<file path="config.mk">
export PLATFORM = sky130hd
export DESIGN_NAME = mem_arbiter_n
export DESIGN_NICKNAME = d
export VERILOG_FILES = /design/src/rtl/mem_arbiter_n.sv
export SDC_FILE = /design/constraint.sdc
export NUM_CORES = 1
export LEC_CHECK = 0
export ABC_CLOCK_PERIOD_IN_PS = 800
export BUFFER_PORTS_ARGS = -buffer_cell sky130_fd_sc_hd__buf_2
export CAP_MARGIN = 0
export CORE_MARGIN = 2
export CORE_UTILIZATION = 39
export DETAILED_ROUTE_END_ITERATION = 7
export GPL_ROUTABILITY_DRIVEN = 0
export PLACE_DENSITY = 0.8
export SETUP_SLACK_MARGIN = 0.05
export SLEW_MARGIN = 20
export SYNTH_ARGS = -nofsm -noshare
export SYNTH_HDL_FRONTEND = slang
export SYNTH_SLANG_ARGS = --single-unit
</file>
<file path="constraint.sdc">
create_clock -name clk_i -period 0.8 [get_ports clk_i]
set_input_delay 0.12 -clock clk_i [delete_from_list [all_inputs] [get_ports clk_i]]
set_output_delay 0.12 -clock clk_i [all_outputs]
set_load 0.05 [all_outputs]
</file>
<file path="src/rtl/mem_arbiter_n.sv">
// mem_arbiter_n: N-port fixed-priority/round-robin arbiter onto a single-port memory,
// with read data steered back to the issuing port after a fixed memory latency.
module mem_arbiter_n #(
  parameter int N_PORTS      = 2,
  parameter int ADDR_WIDTH   = 8,
  parameter int DATA_WIDTH   = 16,
  parameter int READ_LATENCY = 1,
  parameter int ARB_MODE     = 0
) (
  input  logic                             clk_i,
  input  logic                             rst_i,
  input  logic [N_PORTS-1:0]               req_i,
  input  logic [N_PORTS-1:0]               we_i,
  input  logic [N_PORTS*ADDR_WIDTH-1:0]    addr_i,
  input  logic [N_PORTS*DATA_WIDTH-1:0]    wdata_i,
  output logic [N_PORTS-1:0]               gnt_o,
  output logic [N_PORTS-1:0]               rvalid_o,
  output logic [DATA_WIDTH-1:0]            rdata_o,
  input  logic [DATA_WIDTH-1:0]            mem_value_i,
  output logic [ADDR_WIDTH-1:0]            mem_addr_o,
  output logic [DATA_WIDTH-1:0]            mem_value_o,
  output logic                             mem_rd_en_o,
  output logic                             mem_wr_en_o,
  output logic                             mem_enable_o
);
  localparam int            PW   = $clog2(N_PORTS);
  localparam logic [PW:0]   NP   = (PW+1)'(N_PORTS);
  localparam logic [PW-1:0] LAST = PW'(N_PORTS - 1);
  logic [PW-1:0]         rr_q, rr_d, win, id_q, id_d;
  logic                  any;
  logic [PW:0]           s;
  logic [ADDR_WIDTH-1:0] addr_q, addr_d;
  logic [DATA_WIDTH-1:0] data_q, data_d;
  logic                  rd_q, rd_d, wr_q, wr_d;
  logic                  vld_q [READ_LATENCY];
  logic [PW-1:0]         pid_q [READ_LATENCY];
  // Scan ports starting at rr_q (round-robin) or 0 (fixed), wrapping modulo N_PORTS
  always_comb begin
    any = 1'b0;
    win = '0;
    s   = '0;
    for (int i = 0; i < N_PORTS; i++) begin
      s = (ARB_MODE != 0) ? {1'b0, rr_q} + (PW+1)'(i) : (PW+1)'(i);
      s = (s >= NP) ? s - NP : s;
      if (!any && req_i[s[PW-1:0]]) begin
        any = 1'b1;
        win = s[PW-1:0];
      end
    end
  end
  always_comb begin
    gnt_o  = any ? (N_PORTS'(1) << win) : '0;
    rr_d   = any ? ((win == LAST) ? '0 : win + PW'(1)) : rr_q;
    rd_d   = any & ~we_i[win];
    wr_d   = any & we_i[win];
    id_d   = any ? win : id_q;
    addr_d = addr_q;
    data_d = data_q;
    for (int p = 0; p < N_PORTS; p++) begin
      if (any && win == PW'(p)) begin
        addr_d = addr_i[p*ADDR_WIDTH +: ADDR_WIDTH];
        data_d = wdata_i[p*DATA_WIDTH +: DATA_WIDTH];
      end
    end
  end
  always_ff @(posedge clk_i or negedge rst_i) begin
    if (!rst_i) begin
      rr_q   <= '0;
      id_q   <= '0;
      addr_q <= '0;
      data_q <= '0;
      rd_q   <= 1'b0;
      wr_q   <= 1'b0;
      for (int i = 0; i < READ_LATENCY; i++) begin
        vld_q[i] <= 1'b0;
        pid_q[i] <= '0;
      end
    end else begin
      rr_q     <= rr_d;
      id_q     <= id_d;
      addr_q   <= addr_d;
      data_q   <= data_d;
      rd_q     <= rd_d;
      wr_q     <= wr_d;
      vld_q[0] <= rd_q;
      pid_q[0] <= id_q;
      for (int i = 1; i < READ_LATENCY; i++) begin
        vld_q[i] <= vld_q[i-1];
        pid_q[i] <= pid_q[i-1];
      end
    end
  end
  assign rvalid_o     = vld_q[READ_LATENCY-1] ? (N_PORTS'(1) << pid_q[READ_LATENCY-1]) : '0;
  assign rdata_o      = mem_value_i;
  assign mem_addr_o   = addr_q;
  assign mem_value_o  = data_q;
  assign mem_rd_en_o  = rd_q;
  assign mem_wr_en_o  = wr_q;
  assign mem_enable_o = rd_q | wr_q;
endmodule

</file>
; Word level (Yosys, flattened, before mapping)
; Cells that the tools add are included.
[totals]
reg_bits = 29
input_bits = 70
output_inout_bits = 47
[op_classes]
n_reduce_logical = 5
n_bitwise = 5
n_lt_le_gt_ge = 1
mux = 11
shifts = 2
[op_table]
columns = cell, n
row1 = 16-bit 2-to-1 mux, 2
row2 = 8-bit 2-to-1 mux, 2
row3 = 1-bit 2-to-1 mux, 5
row4 = 2-bit 2-to-1 mux, 2
row5 = "1-bit by 1-bit left shift with 2-bit output, first input constant", 2
row6 = 1-bit logical AND, 3
row7 = 1-bit AND, 2
row8 = "1-bit by 2-bit less-than comparator with 1-bit output, second input constant", 1
row9 = 1-bit inverter, 2
row10 = 2-bit nonzero test, 1
row11 = 1-bit logical NOT, 1
row12 = 1-bit OR, 1

; Depth between registers and ports, before layout
[logic_depth]
word_depth = 8
mapped_depth = 4
depth_no_buf = 2

; Least setup slack after synthesis
; OpenSTA, ideal clock, no wires.
[synth_timing]
path_type = register to output
start = register pid_q
end = output rvalid_o[0]
slack_ps = -370
arrival_ps = 1050
stages_incl_launch_ff = 2
path_cell_list = dfrtp_1 nor2b_1
[synth_via]
elab_chain_cells = 2
[synth_lines]
columns = element, line_no
row1 = "start, declared", 36  ; logic [PW-1:0] pid_q [READ_LATENCY];
row2 = "start signal, assigned by index", 89  ; pid_q[i] <= pid_q[i-1];
row3 = 1-bit by 1-bit left shift with 2-bit output, 93  ; assign rvalid_o = vld_q[READ_LATENCY-1] ? (N_PORTS'(1) << pid_q[READ_LATENCY-1]) : '0;
row4 = 2-bit 2-to-1 mux, 93
row5 = "end, declared", 17  ; output logic [N_PORTS-1:0] rvalid_o,
; Every way passes these cells.

; Worst setup path in the final report
[layout_timing]
start = register wr_q, in the netlist mem_wr_en_o
end = output mem_enable_o
[layout_via]
elab_chain_cells = 1
[layout_lines]
columns = element, line_no
row1 = "start, declared", 34  ; logic rd_q, rd_d, wr_q, wr_d;
row2 = "start signal, assigned", 84  ; wr_q <= wr_d;
row3 = 1-bit OR, 99  ; assign mem_enable_o = rd_q | wr_q;
row4 = "end, declared", 24  ; output logic mem_enable_o
; Every way passes these cells.

==> metrics list <==
* Max Fclk: 843.7 MHz
* Pwr Total: 4.214 mW
- The synthesized design contains 29 register bits.
* Crit end category: primary output
- Worst skew pair latency: 270 ps
- Yosys top cell by area: sky130_fd_sc_hd__dfrtp_1
* Clock H-tree levels: 2
* Worst-path cell chain: or2_4 > buf_6
- Yosys mapped the design onto 19 distinct sky130hd cell types.
- The mapped netlist covers 1445 um^2.
- For this run, the register share of the synthesized area comes to 50.22%.
- Delay-heaviest family, CP: flip-flops
- Rel. slew slack: 83.71%
- The clock arrives with 0.6690 ps of skew.
- The synthesized design devotes to its leading area cell type 50.22% of total area.
* Combined flip-flop and latch cell area: 758.2 um^2
- Number of primary I/O pins: 117
- Die Width: 64.87 um
- In this design, the stage delay of the slowest critical-path cell is 400 ps.
* Average wire length per cell after detail routing: 13.64 um
- Endpoint required time on the critical path: 680 ps
- Wire length of the first global-routing pass: 5.609 mm
- Root buffer cell: sky130_fd_sc_hd__clkbuf_8
- Detailed-placement wirelength estimate: 2.355 mm
* Die Outline Area: 4208 um^2
- Leading cell types by total area after synthesis: sky130_fd_sc_hd__dfrtp_1 (50%), sky130_fd_sc_hd__mux2i_1 (17%), sky130_fd_sc_hd__buf_4 (8.3%), sky130_fd_sc_hd__o21ai_1 (6.2%), sky130_fd_sc_hd__nand2_1 (6.2%)
- Clock tree from TritonCTS: built
* Endpoints failing hold: 0
- Number of nets still failing antenna checks after routing: 0
- Global routing used 17.67% of the available tracks across all layers.
- Core footprint: 3606 um^2
- Finished layout cell area: 2212 um^2
- Setup violations remaining at the end of the flow were counted as 33.
* Final nets: 285
- For the worst setup path, the data arrival time is 1070 ps.
- The repair_antennas step left the layout with diodes totalling 0.
* Port-buffer cells: 84
* Total congestion overflow after global routing: 0
- Standard cell with the maximum stage delay on the critical path: sky130_fd_sc_hd__dfrtp_2
- Net count of the mapped netlist: 207
- The first detailed-routing pass ran for 4 iterations.
- Counting every sink on the clock net gives 29.
* Number of antenna violations at the first check in global routing: 0
* Average via count per standard cell: 4.803
- Routed wire length: 3.602 mm
- Gate count of the mapped netlist: 137
* Category of the most critical setup path: flip-flop to primary output
* Total cell area at the placement stage: 1861 um^2
* Path type of the worst min-delay path: input pin to flip-flop
- Setup repair after global routing could not meet its margin everywhere.
* Fraction of final layout cells with drive strength greater than 1: 62.04%
* Clock-pin slew on the worst setup and hold paths: 60 ps
* Pwr per Cell Area: 1905 nW/um^2
- Clock buffer count from CTS: 5
- Subtracting the final worst setup slack from the clock period gives 1185 ps.
- Leakage power of the design: 1.120 nW
* Final worst path period share: 148.2%
* Max-slew violation count: 0
* Buf+Inv Stages, Crit Path: 1
- Area added between synthesis and finish: 53.07%
- Entering global routing, the biggest net connects 30 pins.
- Maximum net fanout on the critical path: 2
- Initial core utilization: 40.08%
- Residual DRC count: 0
- Area of combinational cells with multiple inputs: 519.2 um^2
- Result of the run: finished, violations left
- The filler cells instantiated in the layout total 295.
- The floorplan step set the die height to 64.87 um.
* Iter 0 DRT Violations: 48
- Number of cell rows: 22
- STA classifies the critical path startpoint as a flip-flop.
- At the pin with the least slew margin, the transition time is 246.1 ps.
* Number of warnings issued by yosys: 0
* Worst hold margin: 55.53 ps
* Max clock buf depth: 2
- Violations in the final reports: negative setup slack
- Max capacitance violation total: 0
- Total vias in the final route: 1268
* Avg Synthesized Cell Area: 10.55 um^2
* Worst setup margin: -385.3 ps
- Peak supply drop: 0.8427 mV
- Total negative slack: -5389 ps
- The number of global-route vias before repair came to 1159.
==> placed cells by master (no fill, tap or decap) <==
master,n
sky130_fd_sc_hd__inv_1,2
sky130_fd_sc_hd__dfrtp_2,26
sky130_fd_sc_hd__nand2_1,24
sky130_fd_sc_hd__buf_2,54
sky130_fd_sc_hd__clkinv_2,2
sky130_fd_sc_hd__dlygate4sd3_1,1
sky130_fd_sc_hd__buf_6,31
sky130_fd_sc_hd__mux2i_1,24
sky130_fd_sc_hd__a22o_1,2
sky130_fd_sc_hd__clkbuf_1,1
sky130_fd_sc_hd__o21ai_1,23
sky130_fd_sc_hd__clkbuf_8,5
sky130_fd_sc_hd__buf_4,4
sky130_fd_sc_hd__nor2b_4,1
sky130_fd_sc_hd__nor2_1,2
sky130_fd_sc_hd__buf_12,4
sky130_fd_sc_hd__o21ai_2,1
sky130_fd_sc_hd__buf_8,3
sky130_fd_sc_hd__and2_4,1
sky130_fd_sc_hd__dfrtp_1,3
sky130_fd_sc_hd__nor2b_2,1
sky130_fd_sc_hd__or2_4,1
==> through the flow <==
| step | util [%] | cells | worst slack [ps] |
|---|---|---|---|
| after CTS | 59.99 | 260 | -387.7 |
| after floorplan | - | 137 | -171.1 |
| after detailed placement | 51.60 | 249 | -133.8 |
| after global placement | 51.60 | 249 | -130.3 |
| final | 61.35 | 264 | -385.3 |
| after global routing | 61.35 | 264 | -412.0 |
==> worst register-to-register path: stages, from the launching register on <==
cell                      delay (ps)
sky130_fd_sc_hd__dfrtp_2         430
sky130_fd_sc_hd__buf_6           120
sky130_fd_sc_hd__mux2i_1         110
sky130_fd_sc_hd__o21ai_1         110
==> path summary, 6_finish.rpt <==
path                                           start                           to  slack [ps]  depth (start not counted)
min in group asynchronous                      rst_i   mem_value_o[3]$_DFFE_PN0P_         330                          3
min                                      wdata_i[14]  mem_value_o[14]$_DFFE_PN0P_          60                          3
max reg2reg                mem_addr_o[5]$_DFFE_PN0P_    mem_addr_o[5]$_DFFE_PN0P_        -100                          3
min reg2reg                         id_q$_DFFE_PN0P_              pid_q$_DFF_PN0_         400                          0
max                            mem_wr_en_o$_DFF_PN0_                 mem_enable_o        -390                          2
max in group asynchronous                      rst_i  mem_value_o[15]$_DFFE_PN0P_         290                          3
==> cells in the mapped netlist (all sizes together) <==
master and count:
dfrtp 29, buf 24, mux2i 24, nand2 24
o21ai 24, a22o 2, clkbuf 2, inv 2
nor2 2, nor2b 2, and2 1, or2 1
==> per-layer routing <==
metal / part of all wire, % / vias to the layer above / global-route usage [%]
met1: 40 / 591 / 21.36
met4: 2.5 / 0 / 7.979
met2: 49 / 62 / 28.35
li1: - / 597 / -
met3: 8.5 / 18 / 6.076
met5: 0 / - / 0
==> repair_timing <==
item	in CTS	in global routing
setup buffers	2	4
endpoints found under the setup margin	30	52
pin swaps	3	10
endpoints found under the hold margin	29	0
hold buffers	1	0
resized for setup	62	5
==> registers in the layout, indices dropped and copies added (netlist names) <==
name         cells
mem_value_o     16
pid_q            1
mem_wr_en_o      1
id_q             1
mem_addr_o       8
mem_rd_en_o      1
vld_q            1
==> where the power goes <==
| group | switching (mW) | internal (mW) | leakage (nW) |
|---|---|---|---|
| Sequential | 0.0977 | 1.62 | 0.323 |
| Clock | 0.520 | 0.601 | 0.0450 |
| Combinational | 0.797 | 0.579 | 0.752 |
==> cell type report <==
cell class / count / area share, %
flip-flops and latches: 29 / 34.28
clock buffers: 6 / 3.281
repair buffers: 97 / 35.46
clock inverters: 2 / 0.4525
well taps: 48 / 2.715
multi-input cells: 80 / 23.47
inverters: 2 / 0.3394
==> cells by family (layout without fill, tap and decap cells) <==
| kind of cell | Yosys count | after routing | synth area share (%) |
|---|---|---|---|
| buf+inv | 28 | 107 | 14.72 |
| compound gates | 26 | 26 | 9.784 |
| mux | 24 | 24 | 16.62 |
| flops | 29 | 29 | 50.22 |
| simple gates | 30 | 30 | 8.659 |
(Power assumes the default switching activity.)
